### src/rtl/apb_req_arbiter.sv
// Two-requester round-robin arbiter driving an APB master sequence (IDLE -> SETUP -> ACCESS).
// Define APB_TIMEOUT_EN to bound the ACCESS wait to TIMEOUT_CYC cycles (8-bit counter).
module apb_req_arbiter #(
    parameter int ADDR_W      = 32,
    parameter int DATA_W      = 32,
    parameter int SLV_BIT     = 24,
    parameter int TIMEOUT_CYC = 255
) (
    input  logic              pclk,
    input  logic              Reset,
    input  logic [1:0]        req,
    input  logic [1:0]        wr,
    input  logic [ADDR_W-1:0] addr0,
    input  logic [ADDR_W-1:0] addr1,
    input  logic [DATA_W-1:0] wdata0,
    input  logic [DATA_W-1:0] wdata1,
    output logic [1:0]        done,
    output logic [DATA_W-1:0] rdata,
    output logic              err,
    output logic [1:0]        Psel,
    output logic              penable,
    output logic              pwrite,
    output logic [ADDR_W-1:0] paddr,
    output logic [DATA_W-1:0] pwdata,
    input  logic              pready,
    input  logic [DATA_W-1:0] prdata,
    input  logic              pslverr
);

    typedef enum logic [1:0] {IDLE, SETUP, ACCESS} state_t;

    state_t              state_q, state_d;
    logic                gnt_q, gnt_d;
    logic                last_q, last_d;
    logic [1:0]          psel_q, psel_d;
    logic                penable_q, penable_d;
    logic                pwrite_q, pwrite_d;
    logic [ADDR_W-1:0]   paddr_q, paddr_d;
    logic [DATA_W-1:0]   pwdata_q, pwdata_d;
    logic [1:0]          done_q, done_d;
    logic [DATA_W-1:0]   rdata_q, rdata_d;
    logic                err_q, err_d;
    logic                pick;
    logic [ADDR_W-1:0]   sel_addr;
`ifdef APB_TIMEOUT_EN
    localparam logic [7:0] TMO_LAST = 8'(TIMEOUT_CYC - 1);
    logic [7:0]          tmo_q, tmo_d;
`endif

    always_comb begin
        // NOTE: every _d gets a default before the case so no path leaves it unassigned (no latches).
        state_d   = state_q;
        gnt_d     = gnt_q;
        last_d    = last_q;
        psel_d    = psel_q;
        penable_d = penable_q;
        pwrite_d  = pwrite_q;
        paddr_d   = paddr_q;
        pwdata_d  = pwdata_q;
        done_d    = 2'b00;
        rdata_d   = rdata_q;
        err_d     = err_q;
`ifdef APB_TIMEOUT_EN
        tmo_d     = tmo_q;
`endif
        // A tie goes to whoever did not win last time.
        pick     = (req == 2'b11) ? ~last_q : req[1];
        sel_addr = pick ? addr1 : addr0;

        case (state_q)
            IDLE: begin
                psel_d    = 2'b00;
                penable_d = 1'b0;
                if (req != 2'b00) begin
                    gnt_d    = pick;
                    last_d   = pick;
                    paddr_d  = sel_addr;
                    pwdata_d = pick ? wdata1 : wdata0;
                    pwrite_d = wr[pick];
                    psel_d   = sel_addr[SLV_BIT] ? 2'b10 : 2'b01;
                    state_d  = SETUP;
                end
            end
            SETUP: begin
                penable_d = 1'b1;
                state_d   = ACCESS;
`ifdef APB_TIMEOUT_EN
                tmo_d     = 8'd0;
`endif
            end
            ACCESS: begin
                if (pready) begin
                    done_d    = gnt_q ? 2'b10 : 2'b01;
                    err_d     = pslverr;
                    rdata_d   = pwrite_q ? '0 : prdata;
                    psel_d    = 2'b00;
                    penable_d = 1'b0;
                    state_d   = IDLE;
                end
`ifdef APB_TIMEOUT_EN
                else if (tmo_q == TMO_LAST) begin
                    done_d    = gnt_q ? 2'b10 : 2'b01;
                    err_d     = 1'b1;
                    rdata_d   = '0;
                    psel_d    = 2'b00;
                    penable_d = 1'b0;
                    state_d   = IDLE;
                end else begin
                    tmo_d = tmo_q + 8'd1;
                end
`endif
            end
            default: state_d = IDLE;
        endcase
    end

    always_ff @(posedge pclk) begin
        if (!Reset) begin
            state_q   <= IDLE;
            gnt_q     <= 1'b0;
            last_q    <= 1'b1;
            psel_q    <= 2'b00;
            penable_q <= 1'b0;
            pwrite_q  <= 1'b0;
            paddr_q   <= '0;
            pwdata_q  <= '0;
            done_q    <= 2'b00;
            rdata_q   <= '0;
            err_q     <= 1'b0;
`ifdef APB_TIMEOUT_EN
            tmo_q     <= 8'd0;
`endif
        end else begin
            state_q   <= state_d;
            gnt_q     <= gnt_d;
            last_q    <= last_d;
            psel_q    <= psel_d;
            penable_q <= penable_d;
            pwrite_q  <= pwrite_d;
            paddr_q   <= paddr_d;
            pwdata_q  <= pwdata_d;
            done_q    <= done_d;
            rdata_q   <= rdata_d;
            err_q     <= err_d;
`ifdef APB_TIMEOUT_EN
            tmo_q     <= tmo_d;
`endif
        end
    end

    assign done    = done_q;
    assign rdata   = rdata_q;
    assign err     = err_q;
    assign Psel    = psel_q;
    assign penable = penable_q;
    assign pwrite  = pwrite_q;
    assign paddr   = paddr_q;
    assign pwdata  = pwdata_q;

endmodule

### config.mk
export PLATFORM = sky130hd
export DESIGN_NAME = apb_req_arbiter
export DESIGN_NICKNAME = d
export VERILOG_FILES = /design/src/rtl/apb_req_arbiter.sv
export SDC_FILE = /design/constraint.sdc
export NUM_CORES = 1
export LEC_CHECK = 0
export ABC_AREA = 1
export BUFFER_PORTS_ARGS = -buffer_cell sky130_fd_sc_hd__buf_2
export CAP_MARGIN = 30
export CELL_PAD_IN_SITES_DETAIL_PLACEMENT = 0
export CELL_PAD_IN_SITES_GLOBAL_PLACEMENT = 1
export CORE_MARGIN = 5
export CORE_UTILIZATION = 30
export CTS_BUF_LIST = sky130_fd_sc_hd__clkbuf_16
export DETAILED_ROUTE_END_ITERATION = 8
export GPL_ROUTABILITY_DRIVEN = 1
export PLACE_DENSITY_LB_ADDON = 0.1
export REMOVE_ABC_BUFFERS = 1
export SLEW_MARGIN = 20
export SYNTH_ARGS = -nofsm -noshare
export SYNTH_HDL_FRONTEND = slang
export SYNTH_SLANG_ARGS = --single-unit
### constraint.sdc
create_clock -name pclk -period 1.4 [get_ports pclk]
set_input_delay 0.14 -clock pclk [delete_from_list [all_inputs] [get_ports pclk]]
set_output_delay 0.14 -clock pclk [all_outputs]
set_load 0.01 [all_outputs]
==> flow_metrics.env <==
export IMPL_cts_setup_buffers=0
export IMPL_syn_inst=829
export IMPL_cp_slowest_cell="dfxtp_1"
export IMPL_synth_top_area_frac=0.395
export IMPL_synth_top_family_by_area="simple AND/OR/NAND/NOR gates"
export IMPL_placed_cell_area_mm2=0.00696
export IMPL_start_util=0.303
export IMPL_min_period_ns=1.22
export IMPL_outcome="completed"
export IMPL_fin_tns_setup_ns=0
export IMPL_hp_class="input port to register"
export IMPL_rows=49
export IMPL_avgSynthCellArea_um2=6.54
export IMPL_syn_area_mm2=0.00542
export IMPL_grt_pass1_vias=5389
export IMPL_power_density_mw_per_mm2=1120
export IMPL_synth_seq_cells=107
export IMPL_final_util=0.406
export IMPL_die_height_um=144
export IMPL_final_max_slew_viol_count=0
export IMPL_slew_limit_headroom=0.736
export IMPL_final_setup_viol_count=0
export IMPL_ant_nets=0
export IMPL_root_buffer="clkbuf_16"
export IMPL_nets=1232
export IMPL_gr_total_overflow=0
export IMPL_synthTopCellsByArea="dfxtp_1, nand2_1, nor2_1"
export IMPL_grt_max_degree=70
export IMPL_clkLatencyLatePin_ns=0.35
export IMPL_io_pins=271
export IMPL_crit_top_cell="nor2_1"
export IMPL_drive_above_1_share=0.291
export IMPL_via_per_inst=4.35
export IMPL_irDropWorstVdd_uv=525
export IMPL_place_congestion=0.742
export IMPL_grt_pass1_wl_mm=27.5
export IMPL_synth_xor_area_frac=0
export IMPL_wirelength_mm=17.5
export IMPL_fillers=1990
export IMPL_track_usage=0.163
export IMPL_antenna_found_initial=3
export IMPL_insertedDiodeCount=0
export IMPL_crit_path_end_kind="register"
export IMPL_fmax_mhz=821
export IMPL_pre_cts_ws_ns=0.191
export IMPL_cp_arrival_ns=1.46
export IMPL_grt_setup_unrepaired="false"
export IMPL_tightest_slew_ns=0.396
export IMPL_synth_compound_area_share=0.122
export IMPL_ys_flop_type="dfxtp_1"
export IMPL_ys_async_sr_fraction=0
export IMPL_drc=0
export IMPL_worst_slack_ns=0.182
export IMPL_clock_path_buffers=2
export IMPL_ctsResizeCount=0
export IMPL_htreeDepth=3
export IMPL_crit_fanout=32
export IMPL_synthAdderAreaFrac=0
export IMPL_num_vias=5651
export IMPL_fp_dieArea_mm2=0.0208
export IMPL_area_delta_synth_final_pct=34.0
export IMPL_crit_family="simple AND/OR/NAND/NOR gates"
export IMPL_design_area_mm2=0.00726
export IMPL_synth_area_leader_cell="dfxtp_1"
export IMPL_cts_hold_buffers_added=0
export IMPL_ys_seq_area_frac=0.395
export IMPL_cp_required_ns=1.64
export IMPL_cts_tree="built"
export IMPL_fin_skew_ns=0.00656
export IMPL_timing_final_crit_share=0.870
export IMPL_clock_sinks=107
export IMPL_dr_pass1_iters=5
export IMPL_die_x_um=144
export IMPL_path_buf_inv=2
export IMPL_maxCapViolations=0
export IMPL_yosysUniqueCellTypes=21
export IMPL_crit_chain="inv_2 > nand2_2 > nor2_4 > buf_12 > nand2_1 > nor2_1 > nor2_1"
export IMPL_synth_common_cells="nand2_1, nor2_1, dfxtp_1, nand3_1, inv_1"
export IMPL_cts_buffers=9
export IMPL_power_w=0.00813
export IMPL_muxShareOfSynthArea=0
export IMPL_clkTransAtPathRegs_ns=0.07
export IMPL_wl_per_cell_um=13.5
export IMPL_path_class="register to register"
export IMPL_hold_viol=0
export IMPL_hpwl_mm=12.7
export IMPL_p_leak_nw=3.91
export IMPL_synth_most_common_cell="nand2_1"
export IMPL_worstSetupStartpointType="register"
export IMPL_synth_edf_count=0
export IMPL_slowest_delay_ns=0.35
export IMPL_core_mm2=0.0179
export IMPL_drtIter0Drc=284
export IMPL_io_buffers=270
export IMPL_yosys_area_share_simple=0.368
export IMPL_ys_warn_count=0
final timing paths:
path | startpoint | to | slack [ns] | cells after the start
worst max-delay path | state_q[0]$_SDFFE_PN0P_ | paddr[16]$_SDFFE_PN0P_ | 0.18 | 7
worst min-delay path | pslverr | err$_SDFFE_PN0P_ | 0.02 | 3
worst max register to register | state_q[0]$_SDFFE_PN0P_ | paddr[16]$_SDFFE_PN0P_ | 0.18 | 7
worst min register to register | gnt_q$_SDFFE_PN0P_ | done[0]$_SDFF_PN0_ | 0.44 | 1
per-stage QoR:
stage          std cells  hold WS, ns
2_1_floorplan        767        0.224
3_3_place_gp        1282        0.375
3_5_place_dp        1282        0.375
4_1_cts             1298      0.00499
5_1_grt             1298       0.0270
6_report            1298       0.0234
per-layer routing:
metal | global-route usage | part of all wire
met5 | 0 | 0.0023
met2 | 0.261 | 0.45
met4 | 0.0427 | 0.011
met3 | 0.0529 | 0.091
met1 | 0.212 | 0.44
cells in the final DEF, fill, tap and decap left out, types with 6 or more instances in the layout:
| master | instances |
|---|---|
| o21ai_0 | 32 |
| a21boi_1 | 6 |
| buf_2 | 268 |
| buf_12 | 10 |
| nand2_1 | 240 |
| dfxtp_1 | 107 |
| buf_4 | 8 |
| clkbuf_16 | 9 |
| nor2_1 | 136 |
| inv_1 | 70 |
| nand3_1 | 101 |
| a21boi_0 | 58 |
registers in the layout, indices dropped and copies added (netlist names):
| name | count |
|---|---|
| penable | 1 |
| Psel | 2 |
| pwrite | 1 |
| state_q | 2 |
| rdata | 32 |
| gnt_q | 1 |
| done | 2 |
| paddr | 32 |
| err | 1 |
| last_q | 1 |
| pwdata | 32 |
cell families (layout without fill, tap and decap cells):
group,count (synthesis),count (layout)
buffers and inverters,134,374
DFF,107,107
and+or+nand+nor,488,488
AOI/OAI and AO/OA,100,100
worst reg2reg max path, cell delays in order (launching register included):
cell and delay, ns:
dfxtp_1 0.35, inv_2 0.07, nand2_2 0.09, nor2_4 0.15, buf_12 0.20, nand2_1 0.09
nor2_1 0.11, nor2_1 0.05
report_power, final:
part	internal (W)	total, W	switching (W)
Sequential	0.00332	0.00345	0.000134
Combinational	0.000856	0.00208	0.00122
Clock	0.00140	0.00260	0.00120
Total	0.00558	0.00813	0.00256
final cells by class:
cell class                 instances  area (µm²)  area share
tap                              229         287      0.0395
multi-input combinational        588        2660       0.366
clock inverter                     7        76.3      0.0105
inverter                          72         270      0.0372
timing repair buffer             286        1600       0.221
sequential                       107        2140       0.295
clock buffer                       9         225      0.0310
Note: power is estimated with default switching activity, not from simulation.
